`src/rtl/sram_port_ctrl_if.sv`:
```
// Core-side request/response channels of sram_port_ctrl: write, read and read-response
// valid/ready handshakes plus the outstanding-read indicator.
interface sram_port_ctrl_if #(
   parameter int ADDR_WIDTH = 11,
   parameter int DATA_WIDTH = 32,
   parameter int NUM_WMASKS = 4
);
   logic                  wr_valid;
   logic                  wr_ready;
   logic [ADDR_WIDTH-1:0] wr_addr;
   logic [DATA_WIDTH-1:0] wr_data;
   logic [NUM_WMASKS-1:0] wr_mask;
   logic                  rd_valid;
   logic                  rd_ready;
   logic [ADDR_WIDTH-1:0] rd_addr;
   logic                  rsp_valid;
   logic                  rsp_ready;
   logic [DATA_WIDTH-1:0] rsp_data;
   logic                  busy;

   modport master (
      output wr_valid, wr_addr, wr_data, wr_mask, rd_valid, rd_addr, rsp_ready,
      input  wr_ready, rd_ready, rsp_valid, rsp_data, busy
   );

   modport slave (
      input  wr_valid, wr_addr, wr_data, wr_mask, rd_valid, rd_addr, rsp_ready,
      output wr_ready, rd_ready, rsp_valid, rsp_data, busy
   );
endinterface

```
`src/rtl/sram_port_ctrl.sv`:
```
// Initiator for a dual-port SRAM macro (port 0 write-only, port 1 read-only): registered
// macro pins, 2-stage read pipeline, credit-limited response FIFO, same-address hazard stall.
module sram_port_ctrl #(
   parameter int ADDR_WIDTH = 11,
   parameter int DATA_WIDTH = 32,
   parameter int NUM_WMASKS = 4,
   parameter int RSP_DEPTH  = 4
) (
   input  logic                  i_clk,
   input  logic                  i_rst,
   sram_port_ctrl_if.slave       bus,
   output logic                  o_sram_csb0,
   output logic [NUM_WMASKS-1:0] o_sram_wmask0,
   output logic [ADDR_WIDTH-1:0] o_sram_addr0,
   output logic [DATA_WIDTH-1:0] o_sram_din0,
   output logic                  o_sram_csb1,
   output logic [ADDR_WIDTH-1:0] o_sram_addr1,
   input  logic [DATA_WIDTH-1:0] i_sram_dout1
);
   localparam int PTR_W = (RSP_DEPTH > 1) ? $clog2(RSP_DEPTH) : 1;
   localparam int CNT_W = $clog2(RSP_DEPTH + 1);

   function automatic logic [PTR_W-1:0] ptr_inc(input logic [PTR_W-1:0] p);
      if (p == PTR_W'(RSP_DEPTH - 1)) begin
         ptr_inc = {PTR_W{1'b0}};
      end else begin
         ptr_inc = p + PTR_W'(1);
      end
   endfunction

   logic                  r_csb0;
   logic [NUM_WMASKS-1:0] r_wmask0;
   logic [ADDR_WIDTH-1:0] r_addr0;
   logic [DATA_WIDTH-1:0] r_din0;
   logic                  r_csb1;
   logic [ADDR_WIDTH-1:0] r_addr1;
   logic                  r_s2_vld;
   logic [CNT_W-1:0]      r_outstanding;
   logic [DATA_WIDTH-1:0] r_mem [RSP_DEPTH];
   logic [PTR_W-1:0]      r_wr_ptr;
   logic [PTR_W-1:0]      r_rd_ptr;
   logic [CNT_W-1:0]      r_fifo_cnt;

   logic w_mask_nz, w_hazard, w_wr_fire, w_rd_fire, w_pop, w_rsp_valid;

   // The write wins a same-address collision; the read retries next cycle and sees new data.
   assign w_mask_nz   = (bus.wr_mask != {NUM_WMASKS{1'b0}});
   assign w_hazard    = bus.wr_valid & w_mask_nz & (bus.wr_addr == bus.rd_addr);
   assign w_rsp_valid = (r_fifo_cnt != {CNT_W{1'b0}});
   assign w_wr_fire   = bus.wr_valid & ~i_rst;
   assign w_rd_fire   = bus.rd_valid & bus.rd_ready;
   assign w_pop       = w_rsp_valid & bus.rsp_ready;

   assign bus.wr_ready  = ~i_rst;
   assign bus.rd_ready  = ~i_rst & (r_outstanding < CNT_W'(RSP_DEPTH)) & ~w_hazard;
   assign bus.rsp_valid = w_rsp_valid;
   assign bus.rsp_data  = r_mem[r_rd_ptr];
   assign bus.busy      = (r_outstanding != {CNT_W{1'b0}});

   assign o_sram_csb0   = r_csb0;
   assign o_sram_wmask0 = r_wmask0;
   assign o_sram_addr0  = r_addr0;
   assign o_sram_din0   = r_din0;
   assign o_sram_csb1   = r_csb1;
   assign o_sram_addr1  = r_addr1;

   // Port-0 pins: zero-mask writes are consumed without selecting the macro.
   always_ff @(posedge i_clk) begin
      if (i_rst) begin
         r_csb0   <= 1'b1;
         r_wmask0 <= {NUM_WMASKS{1'b0}};
         r_addr0  <= {ADDR_WIDTH{1'b0}};
         r_din0   <= {DATA_WIDTH{1'b0}};
      end else if (w_wr_fire & w_mask_nz) begin
         r_csb0   <= 1'b0;
         r_wmask0 <= bus.wr_mask;
         r_addr0  <= bus.wr_addr;
         r_din0   <= bus.wr_data;
      end else begin
         r_csb0   <= 1'b1;
      end
   end

   // Read pipeline: S1 is the port-1 pin register, S2 retires when dout1 is valid.
   always_ff @(posedge i_clk) begin
      if (i_rst) begin
         r_csb1   <= 1'b1;
         r_addr1  <= {ADDR_WIDTH{1'b0}};
         r_s2_vld <= 1'b0;
      end else begin
         r_s2_vld <= ~r_csb1;
         if (w_rd_fire) begin
            r_csb1  <= 1'b0;
            r_addr1 <= bus.rd_addr;
         end else begin
            r_csb1  <= 1'b1;
         end
      end
   end

   // Read credits: counts reads accepted but not yet popped from the response FIFO.
   always_ff @(posedge i_clk) begin
      if (i_rst) begin
         r_outstanding <= {CNT_W{1'b0}};
      end else begin
         case ({w_rd_fire, w_pop})
            2'b10:   r_outstanding <= r_outstanding + CNT_W'(1);
            2'b01:   r_outstanding <= r_outstanding - CNT_W'(1);
            default: r_outstanding <= r_outstanding;
         endcase
      end
   end

   // Response FIFO; credits guarantee a free slot whenever S2 retires.
   always_ff @(posedge i_clk) begin
      if (i_rst) begin
         for (int i = 0; i < RSP_DEPTH; i++) begin
            r_mem[i] <= {DATA_WIDTH{1'b0}};
         end
         r_wr_ptr   <= {PTR_W{1'b0}};
         r_rd_ptr   <= {PTR_W{1'b0}};
         r_fifo_cnt <= {CNT_W{1'b0}};
      end else begin
         if (r_s2_vld) begin
            r_mem[r_wr_ptr] <= i_sram_dout1;
            r_wr_ptr        <= ptr_inc(r_wr_ptr);
         end
         if (w_pop) begin
            r_rd_ptr <= ptr_inc(r_rd_ptr);
         end
         case ({r_s2_vld, w_pop})
            2'b10:   r_fifo_cnt <= r_fifo_cnt + CNT_W'(1);
            2'b01:   r_fifo_cnt <= r_fifo_cnt - CNT_W'(1);
            default: r_fifo_cnt <= r_fifo_cnt;
         endcase
      end
   end
endmodule

```
`src/flat_wrapper.sv`:
```
// flat-port wrapper written by rule: the top's interface ports become plain ports
module sram_port_ctrl_flat 
#(
   parameter int ADDR_WIDTH = 11,
   parameter int DATA_WIDTH = 32,
   parameter int NUM_WMASKS = 4,
   parameter int RSP_DEPTH  = 4
)
  (i_clk, i_rst, o_sram_csb0, o_sram_wmask0, o_sram_addr0, o_sram_din0, o_sram_csb1, o_sram_addr1, i_sram_dout1, bus_wr_valid, bus_wr_addr, bus_wr_data, bus_wr_mask, bus_rd_valid, bus_rd_addr, bus_rsp_ready, bus_wr_ready, bus_rd_ready, bus_rsp_valid, bus_rsp_data, bus_busy);
  sram_port_ctrl_if #(.ADDR_WIDTH(ADDR_WIDTH), .DATA_WIDTH(DATA_WIDTH), .NUM_WMASKS(NUM_WMASKS)) bus_i ();
  input  logic i_clk;
  input  logic i_rst;
  output logic o_sram_csb0;
  output logic [NUM_WMASKS-1:0] o_sram_wmask0;
  output logic [ADDR_WIDTH-1:0] o_sram_addr0;
  output logic [DATA_WIDTH-1:0] o_sram_din0;
  output logic o_sram_csb1;
  output logic [ADDR_WIDTH-1:0] o_sram_addr1;
  input  logic [DATA_WIDTH-1:0] i_sram_dout1;
  input wire logic [$bits(bus_i.wr_valid)-1:0] bus_wr_valid;
  input wire logic [$bits(bus_i.wr_addr)-1:0] bus_wr_addr;
  input wire logic [$bits(bus_i.wr_data)-1:0] bus_wr_data;
  input wire logic [$bits(bus_i.wr_mask)-1:0] bus_wr_mask;
  input wire logic [$bits(bus_i.rd_valid)-1:0] bus_rd_valid;
  input wire logic [$bits(bus_i.rd_addr)-1:0] bus_rd_addr;
  input wire logic [$bits(bus_i.rsp_ready)-1:0] bus_rsp_ready;
  output wire logic [$bits(bus_i.wr_ready)-1:0] bus_wr_ready;
  output wire logic [$bits(bus_i.rd_ready)-1:0] bus_rd_ready;
  output wire logic [$bits(bus_i.rsp_valid)-1:0] bus_rsp_valid;
  output wire logic [$bits(bus_i.rsp_data)-1:0] bus_rsp_data;
  output wire logic [$bits(bus_i.busy)-1:0] bus_busy;
  assign bus_i.wr_valid = bus_wr_valid;
  assign bus_i.wr_addr = bus_wr_addr;
  assign bus_i.wr_data = bus_wr_data;
  assign bus_i.wr_mask = bus_wr_mask;
  assign bus_i.rd_valid = bus_rd_valid;
  assign bus_i.rd_addr = bus_rd_addr;
  assign bus_i.rsp_ready = bus_rsp_ready;
  assign bus_wr_ready = bus_i.wr_ready;
  assign bus_rd_ready = bus_i.rd_ready;
  assign bus_rsp_valid = bus_i.rsp_valid;
  assign bus_rsp_data = bus_i.rsp_data;
  assign bus_busy = bus_i.busy;
  sram_port_ctrl #(.ADDR_WIDTH(ADDR_WIDTH), .DATA_WIDTH(DATA_WIDTH), .NUM_WMASKS(NUM_WMASKS), .RSP_DEPTH(RSP_DEPTH)) u_core (.i_clk(i_clk), .i_rst(i_rst), .bus(bus_i), .o_sram_csb0(o_sram_csb0), .o_sram_wmask0(o_sram_wmask0), .o_sram_addr0(o_sram_addr0), .o_sram_din0(o_sram_din0), .o_sram_csb1(o_sram_csb1), .o_sram_addr1(o_sram_addr1), .i_sram_dout1(i_sram_dout1));
endmodule
```
`config.mk`:
```
export PLATFORM = sky130hd
export DESIGN_NAME = sram_port_ctrl_flat
export DESIGN_NICKNAME = d
export VERILOG_FILES = /design/src/rtl/sram_port_ctrl_if.sv /design/src/rtl/sram_port_ctrl.sv /design/src/flat_wrapper.sv
export SDC_FILE = /design/constraint.sdc
export NUM_CORES = 1
export LEC_CHECK = 0
export BUFFER_PORTS_ARGS = -buffer_cell sky130_fd_sc_hd__buf_2
export CAP_MARGIN = 20
export CORE_ASPECT_RATIO = 0.9
export CORE_MARGIN = 5
export CORE_UTILIZATION = 40
export DETAILED_ROUTE_END_ITERATION = 16
export GPL_TIMING_DRIVEN = 0
export PLACE_DENSITY_LB_ADDON = 0.3
export SETUP_SLACK_MARGIN = 0.5
export SYNTH_ARGS = -nofsm -noshare
export SYNTH_HDL_FRONTEND = slang
export SYNTH_SLANG_ARGS = --single-unit
```
`constraint.sdc`:
```
create_clock -name i_clk -period 3.1 [get_ports i_clk]
set_clock_uncertainty 0.15 [all_clocks]
set_input_delay 0.155 -clock i_clk [delete_from_list [all_inputs] [get_ports i_clk]]
set_output_delay 0.155 -clock i_clk [all_outputs]
set_load 0.02 [all_outputs]
```
* Yosys cells after proc, flatten, opt, wreduce, memory -nomap -nowiden
Memory sizes are Yosys's and may differ from the RTL's. A register that Yosys moved wholly into a read port is not among the register bits.
Cells that the tools add are included.
Widths: inputs -> output; s select.
** Storage, ports and cells
- Register bits after elaboration :: 71
- Bits in latches :: 0
- Memory bits (writable) :: 128
- Bits in read-only memories :: 0
- Input port bits :: 95
- Output and inout bits :: 96
- Word-level logic and storage cells :: 59
- Memories kept :: 1
** Memory list
- u_core.r_mem :: depth 4, bits a word 32, rd ports 1, clocked after memory_dff 1, write ports 4, line sram_port_ctrl.sv:39 : logic [DATA_WIDTH-1:0] r_mem [RSP_DEPTH];
** Operators by class
- Add/subtract/negate cells :: 6
- Multipliers :: 0
- Div/mod/pow operators :: 0
- Magnitude comparators :: 1
- Equality and inequality tests :: 7
- Shifts and indexed selects :: 0
- Mux-type cells :: 16
- Bitwise gates (word level) :: 11
- Reductions and logical operators :: 6
** Operators by type and width (number)
- $mux 32 :: 1
- $reduce_or 32->1 :: 1
- $pmux 3 s2 :: 2
- $eq 11x11->1 :: 1
- $mux 2 :: 5
- $and 1x1->1 :: 8
- $eq 2x2->1 const B :: 4
- $mux 1 :: 8
- $add 3x1->3 const B :: 2
- $reduce_bool 3->1 :: 2
- $sub 3x1->3 const B :: 2
- $add 2x1->2 const B :: 2
- $eq 2x1->1 const B :: 2
- $reduce_bool 2->1 :: 2
- $reduce_bool 4->1 :: 1
- $lt 3x3->1 const B :: 1
- $not 1->1 :: 3

* Depth between registers and ports, before layout
- Depth after elaboration :: 8
- Depth in mapped cells :: 11
- Gate-level depth less buffers :: 11

* Least setup slack after synthesis
Ideal clock, no wire load.
- Path type :: input-to-reg
- Start point :: input bus_wr_mask[0]
- End point :: register u_core.r_outstanding[2]
- Library setup time :: 70 ps
- Arrival :: 2286 ps
- Required time :: 2880 ps
- Setup slack :: 594 ps
- Stages :: 10
- Buffers on the path :: 0
- Cells stage by stage :: o41ai_2 -> nor4_2 -> nor3_1 -> nand2_1 -> ha_1 -> inv_1 -> fa_1 -> xor2_1 -> or3_1 -> a21oi_1
** Between the ends
- Word-level cells in the longest chain between the ends :: 8
- Elaborated cells on any way between the ends :: 10
- Those cells by class :: eq/ne: 2; mux: 1; bitwise: 5; reduce/logical: 2
** RTL lines
- start: declaration :: line flat_wrapper.sv:23 : input wire logic [$bits(bus_i.wr_mask)-1:0] bus_wr_mask;
- $reduce_bool 4->1 * :: line sram_port_ctrl.sv:47 : assign w_mask_nz = (bus.wr_mask != {NUM_WMASKS{1'b0}});
- $and 1x1->1 * (2 in series) :: line sram_port_ctrl.sv:48 : assign w_hazard = bus.wr_valid & w_mask_nz & (bus.wr_addr == bus.rd_addr);
- $not 1->1 * :: line sram_port_ctrl.sv:55 : assign bus.rd_ready = ~i_rst & (r_outstanding < CNT_W'(RSP_DEPTH)) & ~w_hazard;
- $and 1x1->1 * :: line sram_port_ctrl.sv:55
- via bus_rd_ready :: line flat_wrapper.sv:28 : output wire logic [$bits(bus_i.rd_ready)-1:0] bus_rd_ready;
- $and 1x1->1 * :: line sram_port_ctrl.sv:51 : assign w_rd_fire = bus.rd_valid & bus.rd_ready;
- $eq 2x1->1 or $eq 2x2->1 (tied branches) :: line sram_port_ctrl.sv:106 : case ({w_rd_fire, w_pop})
- $pmux 3 s2 or $reduce_bool 2->1 (tied branches)
- end signal: assignment :: line sram_port_ctrl.sv:107 : 2'b10: r_outstanding <= r_outstanding + CNT_W'(1);
- end signal: assignment :: line sram_port_ctrl.sv:108 : 2'b01: r_outstanding <= r_outstanding - CNT_W'(1);
- end signal: assignment :: line sram_port_ctrl.sv:109 : default: r_outstanding <= r_outstanding;
- end: declaration :: line sram_port_ctrl.sv:38 : logic [CNT_W-1:0] r_outstanding;
Mark *: on every way through the listed nets, which the timed path passes. The rest lies on a longest branch.
A chain may end at the register's enable or synchronous reset.

* Final worst setup path
- Start point :: input bus_wr_mask[3]
- End point :: register u_core.r_outstanding[2]
** Between the ends
- Word-level cells in the longest chain between the ends :: 8
- Elaborated cells on any way between the ends :: 10
- Those cells by class :: eq/ne: 2; mux: 1; bitwise: 5; reduce/logical: 2
** RTL lines (line)
- $reduce_bool 4->1 * :: sram_port_ctrl.sv:47
- $and 1x1->1 * (2 in series) :: sram_port_ctrl.sv:48
- $not 1->1 * :: sram_port_ctrl.sv:55
- $and 1x1->1 * :: sram_port_ctrl.sv:55
- $and 1x1->1 * :: sram_port_ctrl.sv:51
- $eq 2x1->1 or $eq 2x2->1 (tied branches) :: sram_port_ctrl.sv:106
- $pmux 3 s2 or $reduce_bool 2->1 (tied branches)
Mark *: on every way between the ends. The rest lies on a longest branch, timed or not.

==> impl_table.tex <==
\begin{tabular}{lr}
\hline
Metric & Value \\
\hline
\multicolumn{2}{l}{\textbf{Status}} \\
\quad Outcome & completed \\
\multicolumn{2}{l}{\textbf{Timing}} \\
\quad Share of the clock period used by the worst path & 80.4\% \\
\quad Unrepaired setup endpoints after global routing & false \\
\quad Setup slack after layout & 0.609 ns \\
\quad Time the final worst path needs with I/O delays and setup & 2.49 ns \\
\quad Count of endpoints failing setup in the final report & 0 \\
\quad Rel. slew slack & 41.3\% \\
\quad Max frequency & 0.401 GHz \\
\quad Worst slew pin tran & 0.877 ns \\
\quad Final number of max-transition violations & 0 \\
\quad Hold violation total from the final report & 0 \\
\multicolumn{2}{l}{\textbf{CTS}} \\
\quad CTS tree & done \\
\quad Bufs on Longest Clock Path & 3 \\
\quad Clock-pin slew on the worst setup and hold paths & roughly 0.05 ns \\
\quad CTS root buffer & sky130\_fd\_sc\_hd\_\_clkbuf\_16 \\
\quad Total clock buffers created by CTS & 23 \\
\quad Clock Sink Count & approximately 200 \\
\quad Clock latency on the worst-skew pair & 0.49 ns \\
\quad Count of H-tree levels built during CTS & 1 \\
\multicolumn{2}{l}{\textbf{Synthesis}} \\
\quad Number of distinct library cells after synthesis & 30 \\
\quad XOR/XNOR share of the synthesized area & 1.58\% \\
\quad Yosys top cell area share & 46.2\% \\
\quad Number of storage elements in the synthesis netlist & approximately 200 \\
\quad Dominant combinational cell family by area after synthesis & simple AND/OR/NAND/NOR gates \\
\quad Fraction of the mapped netlist area in compound gates & approximately 3.8\% \\
\quad Net count after synthesis & 755 \\
\quad Sequential cell area fraction in the yosys report & 63.8\% \\
\quad Synth Area in Adders & 1.08\% \\
\quad Cell count after synthesis & 654 \\
\quad Biggest area contributors in the synthesized netlist & sky130\_fd\_sc\_hd\_\_edfxtp\_1, sky130\_fd\_sc\_hd\_\_dfxtp\_1, sky130\_fd\_sc\_hd\_\_mux4\_2 \\
\quad Yosys Warn Count & 0 \\
\quad Post-synthesis mux area share & 10.1\% \\
\quad Synthesized-area fraction occupied by and/or/nand/nor cells & 17.0\% \\
\quad Combined area of all synthesized cells & about 8300 um2 \\
\quad Post-synthesis cell type with the largest combined area & sky130\_fd\_sc\_hd\_\_edfxtp\_1 \\
\quad Post-Syn Area per Cell & roughly 13 um2 \\
\multicolumn{2}{l}{\textbf{Hold path}} \\
\quad Worst hold path type & in -> reg \\
\quad Number of cells on the worst hold path & 5 \\
\multicolumn{2}{l}{\textbf{Die}} \\
\quad Core footprint & 20,600 um2 \\
\quad DIE AREA & 23,800 um2 \\
\quad Chip Height & between 100 and 150 um \\
\quad Total number of placement rows & 50 \\
\quad Die W & 162 um \\
\quad Top-Level Pins & 191 \\
\quad Initial standard-cell utilization of the core & 40.3\% \\
\multicolumn{2}{l}{\textbf{Drt}} \\
\quad Vias after detailed routing & 6,089 \\
\quad Iteration-0 DRC count of the detailed router & 306 \\
\quad Remaining antenna violation count & 0 \\
\quad Routed wire length & 21,700 um \\
\quad Ratio of routed vias to standard cells & 4.91 \\
\quad First-pass iteration count of the detailed router & 4 \\
\quad Avg WL per Cell & between 15 and 20 um \\
\quad DRC violations left & 0 \\
\multicolumn{2}{l}{\textbf{Worst setup path}} \\
\quad Worst endpoint data arrival time & about 2.8 ns \\
\quad Path type of the worst setup path & in -> reg \\
\quad Ordered cell list for the critical path & dlygate4sd3\_1 -> buf\_2 -> o41ai\_4 -> nor4\_4 -> nor3\_2 -> nand2\_1 -> ha\_4 -> inv\_2 -> fa\_2 -> xor2\_1 -> or3\_1 -> a21oi\_1 \\
\quad Required time at the worst-slack endpoint & roughly 3.4 ns \\
\quad Endpoint class of the critical path & flop \\
\quad Standard cell with the maximum stage delay on the critical path & sky130\_fd\_sc\_hd\_\_dlygate4sd3\_1 \\
\quad Count of buffering cells on the critical path with inverters included & 3 \\
\quad Crit path largest cell delay & 0.52 ns \\
\quad Reg2Reg Depth & 4 \\
\quad Cell count along the critical path & 12 \\
\quad FF-to-FF setup slack & 0.75 ns \\
\quad Gate family responsible for the most delay along the worst path & simple AND/OR/NAND/NOR gates \\
\quad CP startpoint kind & input port \\
\quad Highest fanout seen on the critical path & 3 \\
\multicolumn{2}{l}{\textbf{Power}} \\
\quad P\_int & 5350 uW \\
\quad Static leakage & between 0.004 and 0.005 uW \\
\quad Worst voltage drop across the vdd grid & 0.535 mV \\
\quad Power per standard cell area & $\sim$630 nW/um2 \\
\quad Relative contribution of combinational cells to total power & about a fifth \\
\quad Sequential cell fraction of total power & 42.7\% \\
\quad Net Sw Frac & approximately 26\% \\
\quad Share of power burned in the clock network & 38.1\% \\
\quad Total net switching power & 1870 uW \\
\multicolumn{2}{l}{\textbf{Finish}} \\
\quad Number of inserted diodes & 0 \\
\quad Fraction of layout cells with a size suffix above 1 & 28.3\% \\
\quad Synthesis-to-layout area growth & 37.2\% \\
\quad Fin nets & around 1,100 \\
\quad Fillcell total & 1,738 \\
\quad Final design area excluding fillers & around 11,000 um2 \\
\multicolumn{2}{l}{\textbf{Global route}} \\
\quad Maximum number of pins on one net before global-route repair & 33 \\
\quad Overall overflow remaining after global route & 0 \\
\quad Antenna violations before repair & 0 \\
\quad Wire length of the first global-routing pass & 33,800 um \\
\quad Vias in the first global route & roughly 6,400 \\
\quad GRT Resource Usage Total & approximately 18\% \\
\multicolumn{2}{l}{\textbf{Placed design}} \\
\quad Worst Setup Slack post-DPL & 0.205 ns \\
\quad Post-detail-place hpwl & 14,000 um \\
\quad RePlAce Congestion & between 0.8 and 0.9 \\
\quad Placement-stage cell area & 9590 um2 \\
\quad Port bufs & approximately 190 \\
\multicolumn{2}{l}{\textbf{Job}} \\
\quad Number of max-capacitance violations reported & 0 \\
\hline
\end{tabular}
==> final cells by class <==
| cell class | count | area, um2 | share of cell area, % |
|---|---|---|---|
| clock buffer | 32 | 661 | 5.79 |
| buffer | 44 | 188 | 1.65 |
| timing repair buffer | 287 | 1930 | 16.9 |
| inverter | 9 | 33.8 | 0.296 |
| tap | 260 | 325 | 2.85 |
| sequential | 201 | 5310 | 46.5 |
| clock inverter | 8 | 113 | 0.988 |
| multi-input combinational | 400 | 2850 | 25.0 |
==> kinds of logic after synthesis <==
family | count (synthesis)
flops | 201
mux | 44
simple gates | 277
compound gates | 58
xor+xnor | 15
fa+ha+maj | 6
buf+inv | 53
==> worst paths after layout <==
kind / from / end
setup reg to reg: u_core.r_s2_vld / u_core.r_mem[2][18]
hold / removal: bus_wr_addr[3] / u_core.o_sram_addr0[3]
hold reg to reg: u_core.o_sram_csb1 / u_core.r_s2_vld
setup / recovery: bus_wr_mask[3] / u_core.r_outstanding[2]
==> flip-flops by register name, indices dropped and copies added, names as in the netlist, named ones only <==
name,cells
u_core.o_sram_addr0,11
u_core.o_sram_addr1,11
u_core.o_sram_csb0,1
u_core.o_sram_csb1,1
u_core.o_sram_din0,32
u_core.o_sram_wmask0,4
u_core.r_fifo_cnt,3
u_core.r_mem,128
u_core.r_outstanding,3
u_core.r_rd_ptr,2
u_core.r_s2_vld,1
u_core.r_wr_ptr,2
==> cell usage after synthesis <==
| master | n |
|---|---|
| sky130_fd_sc_hd__o41ai_2 | 1 |
| sky130_fd_sc_hd__nand3_1 | 2 |
| sky130_fd_sc_hd__nor2_1 | 14 |
| sky130_fd_sc_hd__clkbuf_1 | 34 |
| sky130_fd_sc_hd__and3_1 | 32 |
| sky130_fd_sc_hd__dfxtp_1 | 73 |
| sky130_fd_sc_hd__nor3b_1 | 2 |
| sky130_fd_sc_hd__ha_1 | 4 |
| sky130_fd_sc_hd__xor2_1 | 4 |
| sky130_fd_sc_hd__xnor2_1 | 11 |
| sky130_fd_sc_hd__nand2_1 | 116 |
| sky130_fd_sc_hd__o21ai_0 | 2 |
| sky130_fd_sc_hd__or3_1 | 4 |
| sky130_fd_sc_hd__buf_4 | 1 |
| sky130_fd_sc_hd__and2_1 | 96 |
| sky130_fd_sc_hd__a21oi_1 | 50 |
| sky130_fd_sc_hd__fa_1 | 2 |
| sky130_fd_sc_hd__inv_1 | 9 |
| sky130_fd_sc_hd__edfxtp_1 | 128 |
| sky130_fd_sc_hd__nor3b_2 | 1 |
| sky130_fd_sc_hd__buf_2 | 8 |
| sky130_fd_sc_hd__nand4_1 | 2 |
| sky130_fd_sc_hd__or2_2 | 3 |
| sky130_fd_sc_hd__o41a_1 | 1 |
| sky130_fd_sc_hd__mux4_2 | 32 |
| sky130_fd_sc_hd__nor3_1 | 4 |
| sky130_fd_sc_hd__mux2i_1 | 12 |
| sky130_fd_sc_hd__nor4_2 | 1 |
| sky130_fd_sc_hd__a22oi_1 | 4 |
| sky130_fd_sc_hd__buf_1 | 1 |
==> timing repair <==
item | 4_1_cts | 5_1_grt
setup endpoints to repair | 50 | 102
buffers inserted | 0 | 2
hold buffers | 96 | 0
pin swaps | 0 | 11
endpoints found under the hold margin | 191 | 0
gates resized for setup | 4 | 14
==> stage by stage <==
step                hold WS [ns]  total power (uW)  std cells  setup TNS [ns]  util (%)
floorplan                 0.0669              3970        654               0         -
global placement           0.192              4380       1103          -10.69      46.4
detailed placement         0.194              4400       1103               0      46.4
CTS                       0.0974              7260       1239               0      54.9
global route               0.122              7510       1241               0      55.2
finish                     0.104              7220       1241               0      55.2
==> power groups by stage <==
stage          logic (uW)  clock network, uW  registers, uW
2_1_floorplan         792                  0           3180
3_3_place_gp         1250                  0           3130
3_5_place_dp         1270                  0           3130
4_1_cts              1380               2810           3080
5_1_grt              1500               2910           3100
6_report             1390               2750           3080
==> placed cells by master (no fill, tap or decap), types with 3 or more instances in the layout <==
cell	Yosys	layout
sky130_fd_sc_hd__nor2_1	14	14
sky130_fd_sc_hd__clkinv_2	0	3
sky130_fd_sc_hd__clkbuf_16	0	24
sky130_fd_sc_hd__inv_1	9	8
sky130_fd_sc_hd__xor2_1	4	4
sky130_fd_sc_hd__dfxtp_1	73	73
sky130_fd_sc_hd__nand2_1	116	115
sky130_fd_sc_hd__clkbuf_1	34	38
sky130_fd_sc_hd__xnor2_1	11	11
sky130_fd_sc_hd__nor3_1	4	3
sky130_fd_sc_hd__edfxtp_1	128	128
sky130_fd_sc_hd__buf_4	1	6
sky130_fd_sc_hd__or2_4	0	3
sky130_fd_sc_hd__or3_1	4	4
sky130_fd_sc_hd__a22oi_1	4	4
sky130_fd_sc_hd__clkbuf_8	0	3
sky130_fd_sc_hd__mux2i_1	12	12
sky130_fd_sc_hd__mux4_2	32	32
sky130_fd_sc_hd__and3_1	32	32
sky130_fd_sc_hd__and2_1	96	96
sky130_fd_sc_hd__dlygate4sd3_1	0	94
sky130_fd_sc_hd__ha_1	4	3
sky130_fd_sc_hd__a21oi_1	50	50
sky130_fd_sc_hd__bufinv_16	0	3
sky130_fd_sc_hd__buf_2	8	194
==> per-layer routing <==
metal	part of all wire (%)	track usage (%)	up-vias
met5	0	0	-
met4	1.7	3.72	0
met3	8.2	5.33	30
met2	50	31.2	196
met1	41	21.8	2938
li1	-	-	2925
==> tightest hold or removal path, stage by stage <==
cell and delay [ns]:
sky130_fd_sc_hd__dlymetal6s4s_1 0.18, sky130_fd_sc_hd__buf_2 0.13, sky130_fd_sc_hd__buf_4 0.10, sky130_fd_sc_hd__nand2_1 0.04
sky130_fd_sc_hd__a21oi_1 0.10
Power figures use the tool's default switching activity.
